<file path="src/rtl/muldiv_seq_if.sv">
// Request/result bundle between the control unit (master) and the MUL/DIV sequencer (slave).
interface muldiv_seq_if #(
    parameter int unsigned WIDTH = 32
);
    logic                 start;
    logic [1:0]           op;
    logic [WIDTH-1:0]     a;
    logic [WIDTH-1:0]     b;
    logic                 busy;
    logic                 done;
    logic                 hilo_en;
    logic [2*WIDTH-1:0]   hilo_d;
    logic                 div_zero;

    modport master (
        output start, op, a, b,
        input  busy, done, hilo_en, hilo_d, div_zero
    );

    modport slave (
        input  start, op, a, b,
        output busy, done, hilo_en, hilo_d, div_zero
    );
endinterface

</file>
<file path="src/rtl/muldiv_seq.sv">
// Multi-cycle shift-add multiplier / restoring divider driving the HI/LO register pair.
// Define MULDIV_SIGNED_EN to make op[1] select signed MUL/DIV; otherwise all ops are unsigned.
module muldiv_seq #(
    parameter int unsigned WIDTH = 32
) (
    input logic         clk,
    input logic         clr,
    muldiv_seq_if.slave bus
);
    localparam int unsigned CW = (WIDTH > 1) ? $clog2(WIDTH) : 1;

    typedef enum logic [1:0] {StIdle, StCalc, StFix, StWb} state_e;

    state_e             state_q;
    logic [2*WIDTH-1:0] acc_q;
    logic [WIDTH-1:0]   opnd_q;
    logic [CW-1:0]      count_q;
    logic               is_div_q;
    logic               bzero_q;
    logic               neg_lo_q;
    logic               neg_hi_q;
    logic               busy_q;
    logic               done_q;
    logic               div_zero_q;
    logic [2*WIDTH-1:0] hilo_q;

    logic               signed_op;
    logic               a_neg;
    logic               b_neg;
    logic               b_zero;
    logic               div_zero_keep;
    logic [WIDTH-1:0]   a_mag;
    logic [WIDTH-1:0]   b_mag;
    logic [WIDTH:0]     sum;
    logic [WIDTH:0]     rem_sh;
    logic [WIDTH:0]     trial;
    logic [2*WIDTH-1:0] mul_next;
    logic [2*WIDTH-1:0] div_next;
    logic [2*WIDTH-1:0] fix_res;
    logic [WIDTH-1:0]   fix_hi;
    logic [WIDTH-1:0]   fix_lo;

`ifdef MULDIV_SIGNED_EN
    assign signed_op = bus.op[1];
`else
    logic unused_op_msb;
    assign unused_op_msb = bus.op[1];
    assign signed_op     = 1'b0;
`endif

    // Operand conditioning at accept: magnitudes plus the signs to restore in FIX.
    always_comb begin
        a_neg         = signed_op & bus.a[WIDTH-1];
        b_neg         = signed_op & bus.b[WIDTH-1];
        b_zero        = (bus.b == '0);
        div_zero_keep = bus.op[0] & b_zero;
        // A zero-divisor divide keeps the raw dividend so the remainder reads back unchanged.
        a_mag         = (a_neg && !div_zero_keep) ? -bus.a : bus.a;
        b_mag         = b_neg ? -bus.b : bus.b;
    end

    always_comb begin
        sum      = {1'b0, acc_q[2*WIDTH-1:WIDTH]} + {1'b0, opnd_q};
        mul_next = acc_q[0] ? {sum, acc_q[WIDTH-1:1]} : {1'b0, acc_q[2*WIDTH-1:1]};

        rem_sh   = acc_q[2*WIDTH-1:WIDTH-1];
        trial    = rem_sh - {1'b0, opnd_q};
        div_next = trial[WIDTH] ? {rem_sh[WIDTH-1:0], acc_q[WIDTH-2:0], 1'b0}
                                : {trial[WIDTH-1:0], acc_q[WIDTH-2:0], 1'b1};

        fix_hi   = neg_hi_q ? -acc_q[2*WIDTH-1:WIDTH] : acc_q[2*WIDTH-1:WIDTH];
        fix_lo   = neg_lo_q ? -acc_q[WIDTH-1:0] : acc_q[WIDTH-1:0];
        fix_res  = is_div_q ? {fix_hi, fix_lo} : (neg_lo_q ? -acc_q : acc_q);
    end

    always_ff @(posedge clk) begin
        if (clr) begin
            state_q    <= StIdle;
            acc_q      <= '0;
            opnd_q     <= '0;
            count_q    <= '0;
            is_div_q   <= 1'b0;
            bzero_q    <= 1'b0;
            neg_lo_q   <= 1'b0;
            neg_hi_q   <= 1'b0;
            busy_q     <= 1'b0;
            done_q     <= 1'b0;
            div_zero_q <= 1'b0;
            hilo_q     <= '0;
        end else begin
            unique case (state_q)
                StIdle: begin
                    if (bus.start) begin
                        // Multiply: acc low half holds the multiplier. Divide: holds the dividend.
                        acc_q    <= {{WIDTH{1'b0}}, bus.op[0] ? a_mag : b_mag};
                        opnd_q   <= bus.op[0] ? b_mag : a_mag;
                        is_div_q <= bus.op[0];
                        bzero_q  <= b_zero;
                        neg_lo_q <= (a_neg ^ b_neg) & ~div_zero_keep;
                        neg_hi_q <= a_neg & bus.op[0] & ~b_zero;
                        count_q  <= CW'(WIDTH - 1);
                        busy_q   <= 1'b1;
                        state_q  <= StCalc;
                    end
                end
                StCalc: begin
                    acc_q   <= is_div_q ? div_next : mul_next;
                    count_q <= count_q - CW'(1);
                    if (count_q == '0) begin
                        state_q <= StFix;
                    end
                end
                StFix: begin
                    hilo_q     <= fix_res;
                    done_q     <= 1'b1;
                    div_zero_q <= is_div_q & bzero_q;
                    state_q    <= StWb;
                end
                StWb: begin
                    done_q     <= 1'b0;
                    div_zero_q <= 1'b0;
                    busy_q     <= 1'b0;
                    state_q    <= StIdle;
                end
                default: state_q <= StIdle;
            endcase
        end
    end

    assign bus.busy     = busy_q;
    assign bus.done     = done_q;
    assign bus.hilo_en  = done_q;
    assign bus.hilo_d   = hilo_q;
    assign bus.div_zero = div_zero_q;
endmodule

</file>
<file path="src/flat_wrapper.sv">
// flat-port wrapper written by rule: the top's interface ports become plain ports
module muldiv_seq_flat 
#(
    parameter int unsigned WIDTH = 32
)
  (clk, clr, bus_start, bus_op, bus_a, bus_b, bus_busy, bus_done, bus_hilo_en, bus_hilo_d, bus_div_zero);
  muldiv_seq_if #(.WIDTH(WIDTH)) bus_i ();
  input logic clk;
  input logic clr;
  input wire logic [$bits(bus_i.start)-1:0] bus_start;
  input wire logic [$bits(bus_i.op)-1:0] bus_op;
  input wire logic [$bits(bus_i.a)-1:0] bus_a;
  input wire logic [$bits(bus_i.b)-1:0] bus_b;
  output wire logic [$bits(bus_i.busy)-1:0] bus_busy;
  output wire logic [$bits(bus_i.done)-1:0] bus_done;
  output wire logic [$bits(bus_i.hilo_en)-1:0] bus_hilo_en;
  output wire logic [$bits(bus_i.hilo_d)-1:0] bus_hilo_d;
  output wire logic [$bits(bus_i.div_zero)-1:0] bus_div_zero;
  assign bus_i.start = bus_start;
  assign bus_i.op = bus_op;
  assign bus_i.a = bus_a;
  assign bus_i.b = bus_b;
  assign bus_busy = bus_i.busy;
  assign bus_done = bus_i.done;
  assign bus_hilo_en = bus_i.hilo_en;
  assign bus_hilo_d = bus_i.hilo_d;
  assign bus_div_zero = bus_i.div_zero;
  muldiv_seq #(.WIDTH(WIDTH)) u_core (.clk(clk), .clr(clr), .bus(bus_i));
endmodule
</file>
<file path="config.mk">
export PLATFORM = sky130hd
export DESIGN_NAME = muldiv_seq_flat
export DESIGN_NICKNAME = d
export VERILOG_FILES = /design/src/rtl/muldiv_seq_if.sv /design/src/rtl/muldiv_seq.sv /design/src/flat_wrapper.sv
export SDC_FILE = /design/constraint.sdc
export NUM_CORES = 1
export LEC_CHECK = 0
export CORE_MARGIN = 4
export CORE_UTILIZATION = 52
export DETAILED_ROUTE_END_ITERATION = 10
export GPL_TIMING_DRIVEN = 0
export PLACE_DENSITY_LB_ADDON = 0.2
export SYNTH_ARGS = -nofsm -noshare
export SYNTH_HDL_FRONTEND = slang
export SYNTH_SLANG_ARGS = --single-unit
</file>
<file path="constraint.sdc">
create_clock -name clk -period 3.4 [get_ports clk]
set_input_delay 0.68 -clock clk [delete_from_list [all_inputs] [get_ports clk]]
set_output_delay 0.68 -clock clk [all_outputs]
set_load 0.01 [all_outputs]
</file>
==> impl_results.md, run 1 <==
- Status: finished, final reports clean
- Max_cap viols: 0
- Post-synthesis mux area share: 12.7%
- Post-synth cell types: 71
- Crit path capture: u_core.acc_q[62]$_SDFFE_PP0P_
- Met2 Resource Use GR: 54.3%
- Slew Limit Fails: 0
- Hold Path Class: flop to flop
- Worst EP required: 3730 ps
- I/O pins: 137
- Synth warnings: 0
- TritonCTS Buffers: 17
- Layout Skew: approximately 11 ps
- EDFF count, synth: 0
- Critical setup path kind: flop to flop
- Routed vias: 11,700
- Slew Limit Headroom: 33.1%
- Final GP Congestion: 0.996
- Total Power: 10.8 mW
- Final worst-path cycle share: a little over nine tenths
- Syn Std Cell Area: 11,600 µm²
- Final core utilization: between 60% and 70%
- Most numerous cell in the Yosys netlist: nor2_1
- Primary FF master, synth: dfxtp_1
- Routed wire length: 42,200 µm
- First DRT Iteration DRCs: 858
- Total track usage: 33.4%
- VDD IR max: roughly 0.00037 V
- PortBufs: between 100 and 150
- Routed wire per std cell: 22.4 µm
- Worst Reg2Reg Path Length in Cells: 15
- Setup_tns: 0 ps
- Share of the synthesized area in the top cell type: 29.6%
- CTS tree: done
- Residual DRC: 0
- Rows: 54
- CTS Hold Buffers Added: 0
- Via density per instance: roughly 6.2
- Avg Inst Size Synth: 8.15 µm²
- Largest family of logic cells by synthesized area: compound AO/OA/AOI/OAI gates
- Crit path launch type: flop
- Horiz. Die Dim: 158 µm
- Reg2reg start: u_core.opnd_q[5]$_SDFFE_PP0P_
- Final hold viol count: 0
- Post-synth ARST share: 0%
- Clock transition at path regs: 80 ps
- Post-DRT Antenna Nets: 0
- Cells after synthesis: 1,426
- Pwr/cell area: about 740 nW/µm²
- Core area: 21,900 µm²
- CTS Sinks: 172
- Post-layout min period: 3350 ps
- Synth cell count leaders: 179 x nor2_1, 172 x dfxtp_1, 142 x mux2i_1, 122 x a21oi_1, 108 x a211oi_1
- Top cells by area, synth: dfxtp_1 30%, mux2i_1 12%, ha_1 7.5%, a211oi_1 7.0%, nor2_1 5.8%
- R2R setup slack: 50 ps
- Worst Setup End Kind: flop
- Initial antenna violation count: 1
- Worst setup margin: about 47 ps
- Final setup violation count: 0
- H-tree depth: 4
- Skew-Pair Late Insertion Delay: 440 ps
- Fill cells: 1,899
- Hold_sp: u_core.count_q[4]$_SDFFE_PP0P_
- CP max FO: 10
- Die height: about 160 µm
- Leak: 5.51 nW
- Vias in the first global route: ~11,000
- Adder-Cell Fraction of Synth Area: 7.88%
- Place WS: -1440 ps
- Sequential area share after synthesis: 29.6%
- Worst R2R End: u_core.acc_q[62]$_SDFFE_PP0P_
- Grt total ovfl: 0
- Arr. time, crit path: 3690 ps
- Largest net degree at the start of global routing: 19
- Synth Area in Compound Gates: approximately a quarter
- First-pass GRT wire length: 64,300 µm
- Area of the die: 24,800 µm²
- Met3 Use GR: 6.68%
- Synthesized Nets: 1,567
- Max clock buf depth: 2
- Top Usage Layer GRT: met2
- P&R area growth vs syn: 24.8%
- Largest area contributor in the netlist: dfxtp_1
- Met1 Use GR: 42.9%
- Fmax: 298 MHz
- Initial DRT Pass Iterations: 5
- Post-synthesis xor/xnor area fraction: roughly 3.8%
- Initial Utilization: 53.1%
- Worst Hold Margin: 487 ps
- Nets@finish: between 1,500 and 2,000
- Layout cells sized above 1: 8.42%
- Slew of the pin with the lowest slew margin: 1000 ps
- CP startpoint: u_core.opnd_q[5]$_SDFFE_PP0P_
- Post-Synth Simple-Gate Area: between 10% and 20%
- Synthesized flop and latch total: 172
- Hpwl dp: 31,900 µm
- Clk root buf: clkbuf_16
-- how the worst min path moves through the flow --
stage	to	slack, ps	depth (start not counted)
after floorplan	u_core.count_q[4]$_SDFFE_PP0P_	430	1
after global placement	u_core.count_q[4]$_SDFFE_PP0P_	450	1
after detailed placement	u_core.count_q[4]$_SDFFE_PP0P_	450	1
after CTS	u_core.count_q[4]$_SDFFE_PP0P_	470	1
after global routing	u_core.count_q[4]$_SDFFE_PP0P_	490	1
final	u_core.count_q[4]$_SDFFE_PP0P_	490	1
-- flip-flops by register name, summed over array words and instances, names as in the netlist --
name / cells
u_core.bus.hilo_d: 64
u_core.acc_q: 64
u_core.state_q: 2
u_core.bus.done: 1
u_core.is_div_q: 1
u_core.bus.busy: 1
u_core.bzero_q: 1
u_core.bus.div_zero: 1
u_core.opnd_q: 32
u_core.count_q: 5
-- critical path, stage by stage (launching register included) --
cell	delay [ps]
dfxtp_1	390
inv_1	60
ha_1	340
a21oi_1	220
nand2_1	160
o21ai_4	240
nand2_4	100
a41oi_4	320
o41ai_4	90
buf_6	140
buf_12	120
xnor2_4	250
clkbuf_8	230
buf_12	140
o211ai_1	120
a32o_1	300
-- report_power, final --
group          switching (mW)  total (mW)  internal, mW  leakage (nW)
clock network            1.00        2.01          1.00         0.288
registers               0.500        2.93          2.43          1.41
logic                    3.54        5.83          2.29          3.81
total                    5.04        10.8          5.73          5.51
-- cells by family (layout without fill, tap and decap cells) --
family / count (synthesis) / in the layout
other: 0 / 1
DFF: 172 / 172
adders and majority gates: 72 / 72
muxes: 147 / 147
buffers and inverters: 149 / 327
and+or+nand+nor: 410 / 410
AOI/OAI and AO/OA: 426 / 426
xor gates and xnor gates: 50 / 50
-- per-layer routing --
layer | wire [µm] | part of all wire [%] | vias up
met4 | 2080 | 4.9 | 0
met2 | 19200 | 45 | 558
li1 | - | - | 5523
met1 | 17700 | 42 | 5539
met3 | 3280 | 7.8 | 127
met5 | 0 | 0 | -
-- cells in the final DEF (no fill, tap or decap), types with 12 or more instances in the layout --
cell type and instances:
nor2_1 178, dfxtp_1 148, mux2i_1 142, clkdlybuf4s50_1 135, a21oi_1 116, a211oi_1 106, nand2_1 94, clkbuf_1 73
ha_1 54, inv_1 49, nor2b_1 45, o21ai_0 34, xnor2_1 30, a21o_1 28, o211ai_1 26, xor2_1 18
clkbuf_16 17, dfxtp_2 17, nand3_1 15, buf_1 14, nand2b_1 14, buf_4 14, a32o_1 13, ha_4 12
-- area by class of cell --
class / count / area, µm² / area share (%)
Multi-Input combinational cell: 1105 / 7980 / 55.0
Sequential cell: 172 / 3490 / 24.1
Timing Repair Buffer: 149 / 1490 / 10.2
Clock buffer: 18 / 439 / 3.03
Buffer: 95 / 419 / 2.89
Tap cell: 280 / 350 / 2.41
Inverter: 51 / 191 / 1.32
Clock inverter: 14 / 150 / 1.03
Antenna cell: 1 / 2.50 / 0.0172
-- stage by stage --
stage                     instances  area (µm²)
after detailed placement       1841       13300
after global routing           1884       14500
final                          1885       14500
after CTS                      1887       14300
after floorplan                1426       11600
after global placement         1841       13300
-- repair_timing --
| item | 4_1_cts | 5_1_grt |
|---|---|---|
| pin swaps | 12 | 14 |
| setup endpoints to repair | 33 | 33 |
| gates resized for setup | 59 | 53 |
| setup buffers | 14 | 0 |
Power figures use the tool's default switching activity.
==> run 2: changes to the inputs <==
CAP_MARGIN = 0   (was not set)
==> results of run 2 <==
Same layout as run 1: the final DEF is identical, and so are final timing and power.
